File: src/rtl/alu_share_arb.sv
// alu_share_arb
//   Shares a single alu between two requesters. A winner is picked in IDLE,
//   its operands and sel are registered onto the alu inputs (EXEC), the alu
//   result and zero flag are captured, and they are presented on one tagged
//   response channel (RESP) until the consumer takes them. Only one
//   operation is in flight at a time, so the best rate is one op every
//   3 cycles.
//
//   Build option: define ALU_ARB_RR_EN for round-robin arbitration on
//   contested cycles. Leave it undefined for fixed priority, where req0
//   always wins.
//
// Ports
//   clk, rst                  clock, async active-high reset
//   reqN_valid/ready          requester N handshake (ready is combinational)
//   reqN_src1/src2/sel        requester N operands and alu op
//   alu_src1/src2/sel         registered operands to the alu
//   alu_res/alu_res_is_0      alu outputs
//   rsp_valid/ready           response handshake
//   rsp_id/res/zero           issuing requester, captured result and zero flag
module alu_share_arb #(
  parameter int SWIDTH = 3,
  parameter int DWIDTH = 8
) (
  input  logic              clk,
  input  logic              rst,
  input  logic              req0_valid,
  output logic              req0_ready,
  input  logic [DWIDTH-1:0] req0_src1,
  input  logic [DWIDTH-1:0] req0_src2,
  input  logic [SWIDTH-1:0] req0_sel,
  input  logic              req1_valid,
  output logic              req1_ready,
  input  logic [DWIDTH-1:0] req1_src1,
  input  logic [DWIDTH-1:0] req1_src2,
  input  logic [SWIDTH-1:0] req1_sel,
  output logic [DWIDTH-1:0] alu_src1,
  output logic [DWIDTH-1:0] alu_src2,
  output logic [SWIDTH-1:0] alu_sel,
  input  logic [DWIDTH-1:0] alu_res,
  input  logic              alu_res_is_0,
  output logic              rsp_valid,
  input  logic              rsp_ready,
  output logic              rsp_id,
  output logic [DWIDTH-1:0] rsp_res,
  output logic              rsp_zero
);

  typedef enum logic [1:0] {
    IDLE = 2'd0,
    EXEC = 2'd1,
    RESP = 2'd2
  } state_t;

  state_t            state_q, state_d;
  logic [DWIDTH-1:0] alu_src1_q, alu_src1_d;
  logic [DWIDTH-1:0] alu_src2_q, alu_src2_d;
  logic [SWIDTH-1:0] alu_sel_q, alu_sel_d;
  logic              rsp_valid_q, rsp_valid_d;
  logic              rsp_id_q, rsp_id_d;
  logic [DWIDTH-1:0] rsp_res_q, rsp_res_d;
  logic              rsp_zero_q, rsp_zero_d;
  logic              gnt0, gnt1;

  // Arbitration: grants only exist in IDLE, so ready is 0 elsewhere.
`ifdef ALU_ARB_RR_EN
  logic last_grant_q, last_grant_d;

  always_comb begin
    gnt0 = 1'b0;
    gnt1 = 1'b0;
    if (state_q == IDLE) begin
      if (req0_valid && req1_valid) begin
        // Contested: the requester that did not win last time goes now.
        gnt0 = last_grant_q;
        gnt1 = !last_grant_q;
      end else begin
        gnt0 = req0_valid;
        gnt1 = req1_valid;
      end
    end
  end

  always_comb begin
    last_grant_d = last_grant_q;
    if (gnt0)      last_grant_d = 1'b0;
    else if (gnt1) last_grant_d = 1'b1;
  end

  // Reset to 1 so req0 wins the first contested cycle.
  always_ff @(posedge clk or posedge rst) begin
    if (rst) last_grant_q <= 1'b1;
    else     last_grant_q <= last_grant_d;
  end
`else
  always_comb begin
    gnt0 = (state_q == IDLE) && req0_valid;
    gnt1 = (state_q == IDLE) && req1_valid && !req0_valid;
  end
`endif

  assign req0_ready = gnt0;
  assign req1_ready = gnt1;

  always_comb begin
    state_d     = state_q;
    alu_src1_d  = alu_src1_q;
    alu_src2_d  = alu_src2_q;
    alu_sel_d   = alu_sel_q;
    rsp_valid_d = rsp_valid_q;
    rsp_id_d    = rsp_id_q;
    rsp_res_d   = rsp_res_q;
    rsp_zero_d  = rsp_zero_q;
    case (state_q)
      IDLE: begin
        if (gnt0 || gnt1) begin
          alu_src1_d = gnt1 ? req1_src1 : req0_src1;
          alu_src2_d = gnt1 ? req1_src2 : req0_src2;
          alu_sel_d  = gnt1 ? req1_sel  : req0_sel;
          rsp_id_d   = gnt1;
          state_d    = EXEC;
        end
      end
      EXEC: begin
        // The alu sees the registered operands this cycle; capture its output.
        rsp_res_d   = alu_res;
        rsp_zero_d  = alu_res_is_0;
        rsp_valid_d = 1'b1;
        state_d     = RESP;
      end
      RESP: begin
        // Return to IDLE even if a request is waiting; it is granted next cycle.
        if (rsp_ready) begin
          rsp_valid_d = 1'b0;
          state_d     = IDLE;
        end
      end
      default: state_d = IDLE;
    endcase
  end

  always_ff @(posedge clk or posedge rst) begin
    if (rst) begin
      state_q     <= IDLE;
      alu_src1_q  <= '0;
      alu_src2_q  <= '0;
      alu_sel_q   <= '0;
      rsp_valid_q <= 1'b0;
      rsp_id_q    <= 1'b0;
      rsp_res_q   <= '0;
      rsp_zero_q  <= 1'b0;
    end else begin
      state_q     <= state_d;
      alu_src1_q  <= alu_src1_d;
      alu_src2_q  <= alu_src2_d;
      alu_sel_q   <= alu_sel_d;
      rsp_valid_q <= rsp_valid_d;
      rsp_id_q    <= rsp_id_d;
      rsp_res_q   <= rsp_res_d;
      rsp_zero_q  <= rsp_zero_d;
    end
  end

  assign alu_src1  = alu_src1_q;
  assign alu_src2  = alu_src2_q;
  assign alu_sel   = alu_sel_q;
  assign rsp_valid = rsp_valid_q;
  assign rsp_id    = rsp_id_q;
  assign rsp_res   = rsp_res_q;
  assign rsp_zero  = rsp_zero_q;

endmodule

File: config.mk
export PLATFORM = sky130hd
export DESIGN_NAME = alu_share_arb
export DESIGN_NICKNAME = d
export VERILOG_FILES = /design/src/rtl/alu_share_arb.sv
export SDC_FILE = /design/constraint.sdc
export NUM_CORES = 1
export LEC_CHECK = 0
export ABC_AREA = 1
export ABC_CLOCK_PERIOD_IN_PS = 3100
export CAP_MARGIN = 20
export CORE_MARGIN = 3
export CORE_UTILIZATION = 40
export DETAILED_ROUTE_END_ITERATION = 16
export HOLD_SLACK_MARGIN = 0.12
export PLACE_DENSITY = 0.87
export SYNTH_ARGS = -nofsm -noshare
export SYNTH_HDL_FRONTEND = slang
export SYNTH_SLANG_ARGS = --single-unit
File: constraint.sdc
create_clock -name clk -period 3.1 [get_ports clk]
set_input_delay 0.62 -clock clk [delete_from_list [all_inputs] [get_ports clk]]
set_output_delay 0.62 -clock clk [all_outputs]
set_load 0.02 [all_outputs]
## Yosys cells after proc, flatten, opt, wreduce, memory -nomap -nowiden

Cells that the tools add are included.
Widths: inputs -> output; s select.

| word-level totals | value |
|---|---|
| output and inout bits | 32 |
| logic and storage cells | 30 |
| register bits | 32 |

| operators by class | value |
|---|---|
| muxes and demuxes | 8 |
| reduce and logical (&&, ||, !) cells | 10 |
| equality and inequality tests | 4 |

Operator list:

| operator | number |
|---|---|
| $mux 8 | 2 |
| $pmux 2 s3 | 1 |
| $reduce_and 2->1 | 3 |
| $mux 2 | 2 |
| $logic_and 1x1->1 | 3 |
| $mux 3 | 1 |
| $eq 2x1->1 const B | 1 |
| $eq 2x2->1 const B | 1 |
| $logic_not 2->1 | 1 |
| $ne 2x1->1 const B | 1 |
| $ne 2x2->1 const B | 1 |
| $pmux 1 s2 | 1 |
| $reduce_bool 2->1 | 1 |
| $logic_not 1->1 | 1 |
| $logic_or 1x1->1 | 1 |
| $mux 1 | 1 |

## Logic depth before layout (Yosys ltp)

Gate-level depths: netlist of run 1.

| logic depth | value |
|---|---|
| depth in word-level cells | 6 |
| mapped depth | 5 |

## Worst setup path before layout of run 1

OpenSTA, ideal clock, no wires.

| timing path | value |
|---|---|
| path kind | input to output |
| from | input req0_valid |
| to | output req0_ready |
| arrival | 1,313 ps |
| cell stages on the path | 3 |
| setup slack | 1,167 ps |
| path through | inv_1 > buf_2 > nor3_1 |

| between the ends | value |
|---|---|
| word-level cells in the longest chain between the ends | 1 |

Ends and longest elaborated chain:

| element | RTL line | source |
|---|---|---|
| start, declared | 27 | `input logic req0_valid,` |
| $logic_and 1x1->1 | 97 | `gnt0 = (state_q == IDLE) && req0_valid;` |
| end, declared | 28 | `output logic req0_ready,` |

Every way passes these cells.

## Worst setup path after layout of run 1

Ends and elaborated chain as after synthesis.

==> impl_metrics.ini, run 1 <==
[critical_path]
worstReg2RegEnd = alu_src2[4]
endpoint_kind = output pin
arrival_ns = 2.06
cp_data_required_time_ns = 2.48
reg2reg_from = state_q[1]
worst-path-max-fanout = 2
rr_worst_depth = 6
worstSetupPathType = in2out
worst_setup_path_start_kind = input port
r2r_setup_slack_ns = 1.56
endpoint = req0_ready
crit_path_start = req0_valid

[sta]
worstMarginPinSlew_ns = 0.653
min_period_ns = 2.68
rsz0062_at_grt = false
hold_violations = 0
min_period_over_period = 0.865
worst_hold_slack_ns = 0.479
clock_skew_ns = 0.00286
finalSetupViolations = 0
final_max_slew_viol_count = 0
finalSetupTns_ns = 0
clock.fmax_mhz = 373
relSlewSlack = 0.563

[layout]
multi_input_area_um2 = 537
fillers = 259
drive_above_1_share = 0.0637
nets = 302
ff_latch_area_um2 = 801
syn_to_final_growth_pct = 67.4
n_antenna_cell = 0

[clock_network]
cts_tree = yes
clkTransAtPathRegs_ns = 0.10
post_cts_resized = 0
h-tree-depth = 2
clockRootBuffer = clkbuf_4
cts_buffer_depth = 2
cts_buffers = 5
cts.sinks = 32
cts_hold_buffers = 0
clkLatencyLatePin_ns = 0.33
postCtsSetupRepairBufs = 0

[floorplan]
start_util = 0.443
die_h_um = 65.6
rows = 20
die_w_um = 65.6
pin_count = 84
core_area_mm2 = 0.00320
die_area_mm2 = 0.00430

[yosys]
ys_ff_latch = 32
synthDistinctLibCells = 14
yosys.area.top_type = dfrtp_1
yosys_warnings = 0
syn-num-nets = 218
muxShareOfSynthArea = 0
synthTopCellsByArea = dfrtp_1 (56%), nand3_1 (14%), nand2_1 (13%)
syn_area_mm2 = 0.00142
avgSynthCellArea_um2 = 8.55
synth-simple-area-share = 0.364
synth_top_family_by_area = simple AND/OR/NAND/NOR gates
synth_compound_area_frac = 0.0141
yosysSeqAreaShare = 0.564
synth_fa_ha_area_frac = 0
synth.top_cell.area_share = 0.564
netlist_instances = 166
synth_xor_area_frac = 0

[placed_design]
globalplace.congestion = 0.748
buffer_ports.inserted = 83
place_hpwl_um = 3180

[power_and_ir_drop]
leakage_nw = 1.07
power.share.combinational = 0.538
pwr-share-clk = 0.136
p_int_mw = 1.33
switchingPower_mw = 0.935
pwr-share-seq = 0.326
vdd_drop_max_mv = 0.527
power_density_mw_per_mm2 = 955
swShare = 0.412

[routing]
vias = 1520
vias_per_cell = 5.15
dr.pass1.iters = 4
remaining_drc_errors = 0
wl_per_cell_um = 14.9
drtIter0Drc = 139
drt-total-wl_um = 4400
ant_nets = 0

[grt]
grt_max_degree = 41
grt_pass1_wl_um = 7440
antenna_found_initial = 0
first_global_vias = 1601
grt-ovfl-total = 0
grt_use_total = 0.229

[job]
maxCapViolCount = 0

[worst_hold_path]
hold_class = reg2reg
hold_start = rsp_res[1]

[outcome]
outcome = finished clean
## cells in the final DEF, fill, tap and decap left out
cell type,instances
buf_4,7
nor3_1,1
nor2_1,3
clkbuf_4,5
clkdlybuf4s50_1,83
inv_2,1
dfrtp_1,32
o21ai_0,2
nor2_2,1
o21ai_1,1
clkbuf_1,1
inv_1,5
nand2_1,48
clkinv_2,1
nand4_1,19
bufinv_16,1
a21oi_1,1
nand3_1,39
## how the worst min path moves through the flow
stage,end,slack [ns],cells past startpoint
6_report,rsp_res[1],0.48,2
5_1_grt,alu_src2[6],0.51,2
4_1_cts,rsp_res[1],0.48,2
3_5_place_dp,rsp_res[1],0.46,2
3_3_place_gp,rsp_res[7],0.45,2
2_1_floorplan,state_q[1],0.57,3
## cell usage after synthesis
| library cell | count |
|---|---|
| nor3_1 | 1 |
| nor2_2 | 1 |
| nand2_1 | 48 |
| nand3_1 | 39 |
| o21ai_0 | 2 |
| o21ai_1 | 1 |
| inv_2 | 1 |
| dfrtp_1 | 32 |
| a21oi_1 | 1 |
| nor2_1 | 3 |
| inv_1 | 5 |
| clkbuf_1 | 5 |
| buf_2 | 8 |
| nand4_1 | 19 |
## stage by stage
stage          std cells  worst slack [ns]  utilization  total power, mW  area (µm²)
2_1_floorplan        166              1.17            -             1.39        1420
3_3_place_gp         287             0.422        0.718             1.92        2300
3_5_place_dp         287             0.435        0.718             1.97        2300
4_1_cts              295             0.435        0.741             2.29        2370
5_1_grt              295             0.373        0.741             2.43        2370
6_report             295             0.420        0.741             2.27        2370
## kinds of logic after synthesis
kind of cell	count (synthesis)
AO/OA/AOI/OAI	4
buffers and inverters	19
flip-flops	32
AND/OR/NAND/NOR	111
## critical path, stage by stage
cell and delay [ns]:
clkdlybuf4s50_1 0.48, inv_1 0.06, nor3_1 0.24, clkdlybuf4s50_1 0.67
## layer usage
metal,up-vias,global-route usage,share of wire
met5,-,0,0
met4,0,0.0829,0.026
met3,14,0.0923,0.10
met2,84,0.383,0.48
met1,686,0.264,0.40
li1,736,-,-
## registers in the layout, summed over array words and instances (netlist names)
| signal | flops |
|---|---|
| alu_sel | 3 |
| alu_src1 | 8 |
| alu_src2 | 8 |
| rsp_id | 1 |
| rsp_res | 8 |
| rsp_valid | 1 |
| rsp_zero | 1 |
| state_q | 2 |
## power by group through the flow
stage          Clock, mW  Combinational (mW)  Sequential (mW)
2_1_floorplan          0               0.420            0.968
3_3_place_gp           0                1.19            0.735
3_5_place_dp           0                1.23            0.744
4_1_cts            0.314                1.24            0.738
5_1_grt            0.333                1.33            0.765
6_report           0.308                1.22            0.739
## final cells by class
| class | instances | area share |
|---|---|---|
| Clock buffer | 6 | 0.0174 |
| Clock inverter | 2 | 0.0148 |
| Inverter | 6 | 0.00948 |
| Multi-Input combinational cell | 115 | 0.226 |
| Sequential cell | 32 | 0.337 |
| Tap cell | 44 | 0.0232 |
| Timing Repair Buffer | 90 | 0.372 |
Power figures use the tool's default switching activity.
==> run 2: changes to the inputs <==
--- a/config.mk
+++ b/config.mk
@@ -6,7 +6,6 @@
 export NUM_CORES = 1
 export LEC_CHECK = 0
 export ABC_AREA = 1
-export ABC_CLOCK_PERIOD_IN_PS = 3100
 export CAP_MARGIN = 20
 export CORE_MARGIN = 3
 export CORE_UTILIZATION = 40
@@ -16,3 +15,4 @@
 export SYNTH_ARGS = -nofsm -noshare
 export SYNTH_HDL_FRONTEND = slang
 export SYNTH_SLANG_ARGS = --single-unit
+export TNS_END_PERCENT = 20
==> results of run 2 <==
Same layout as run 1: the final DEF is identical, and so are final timing and power.
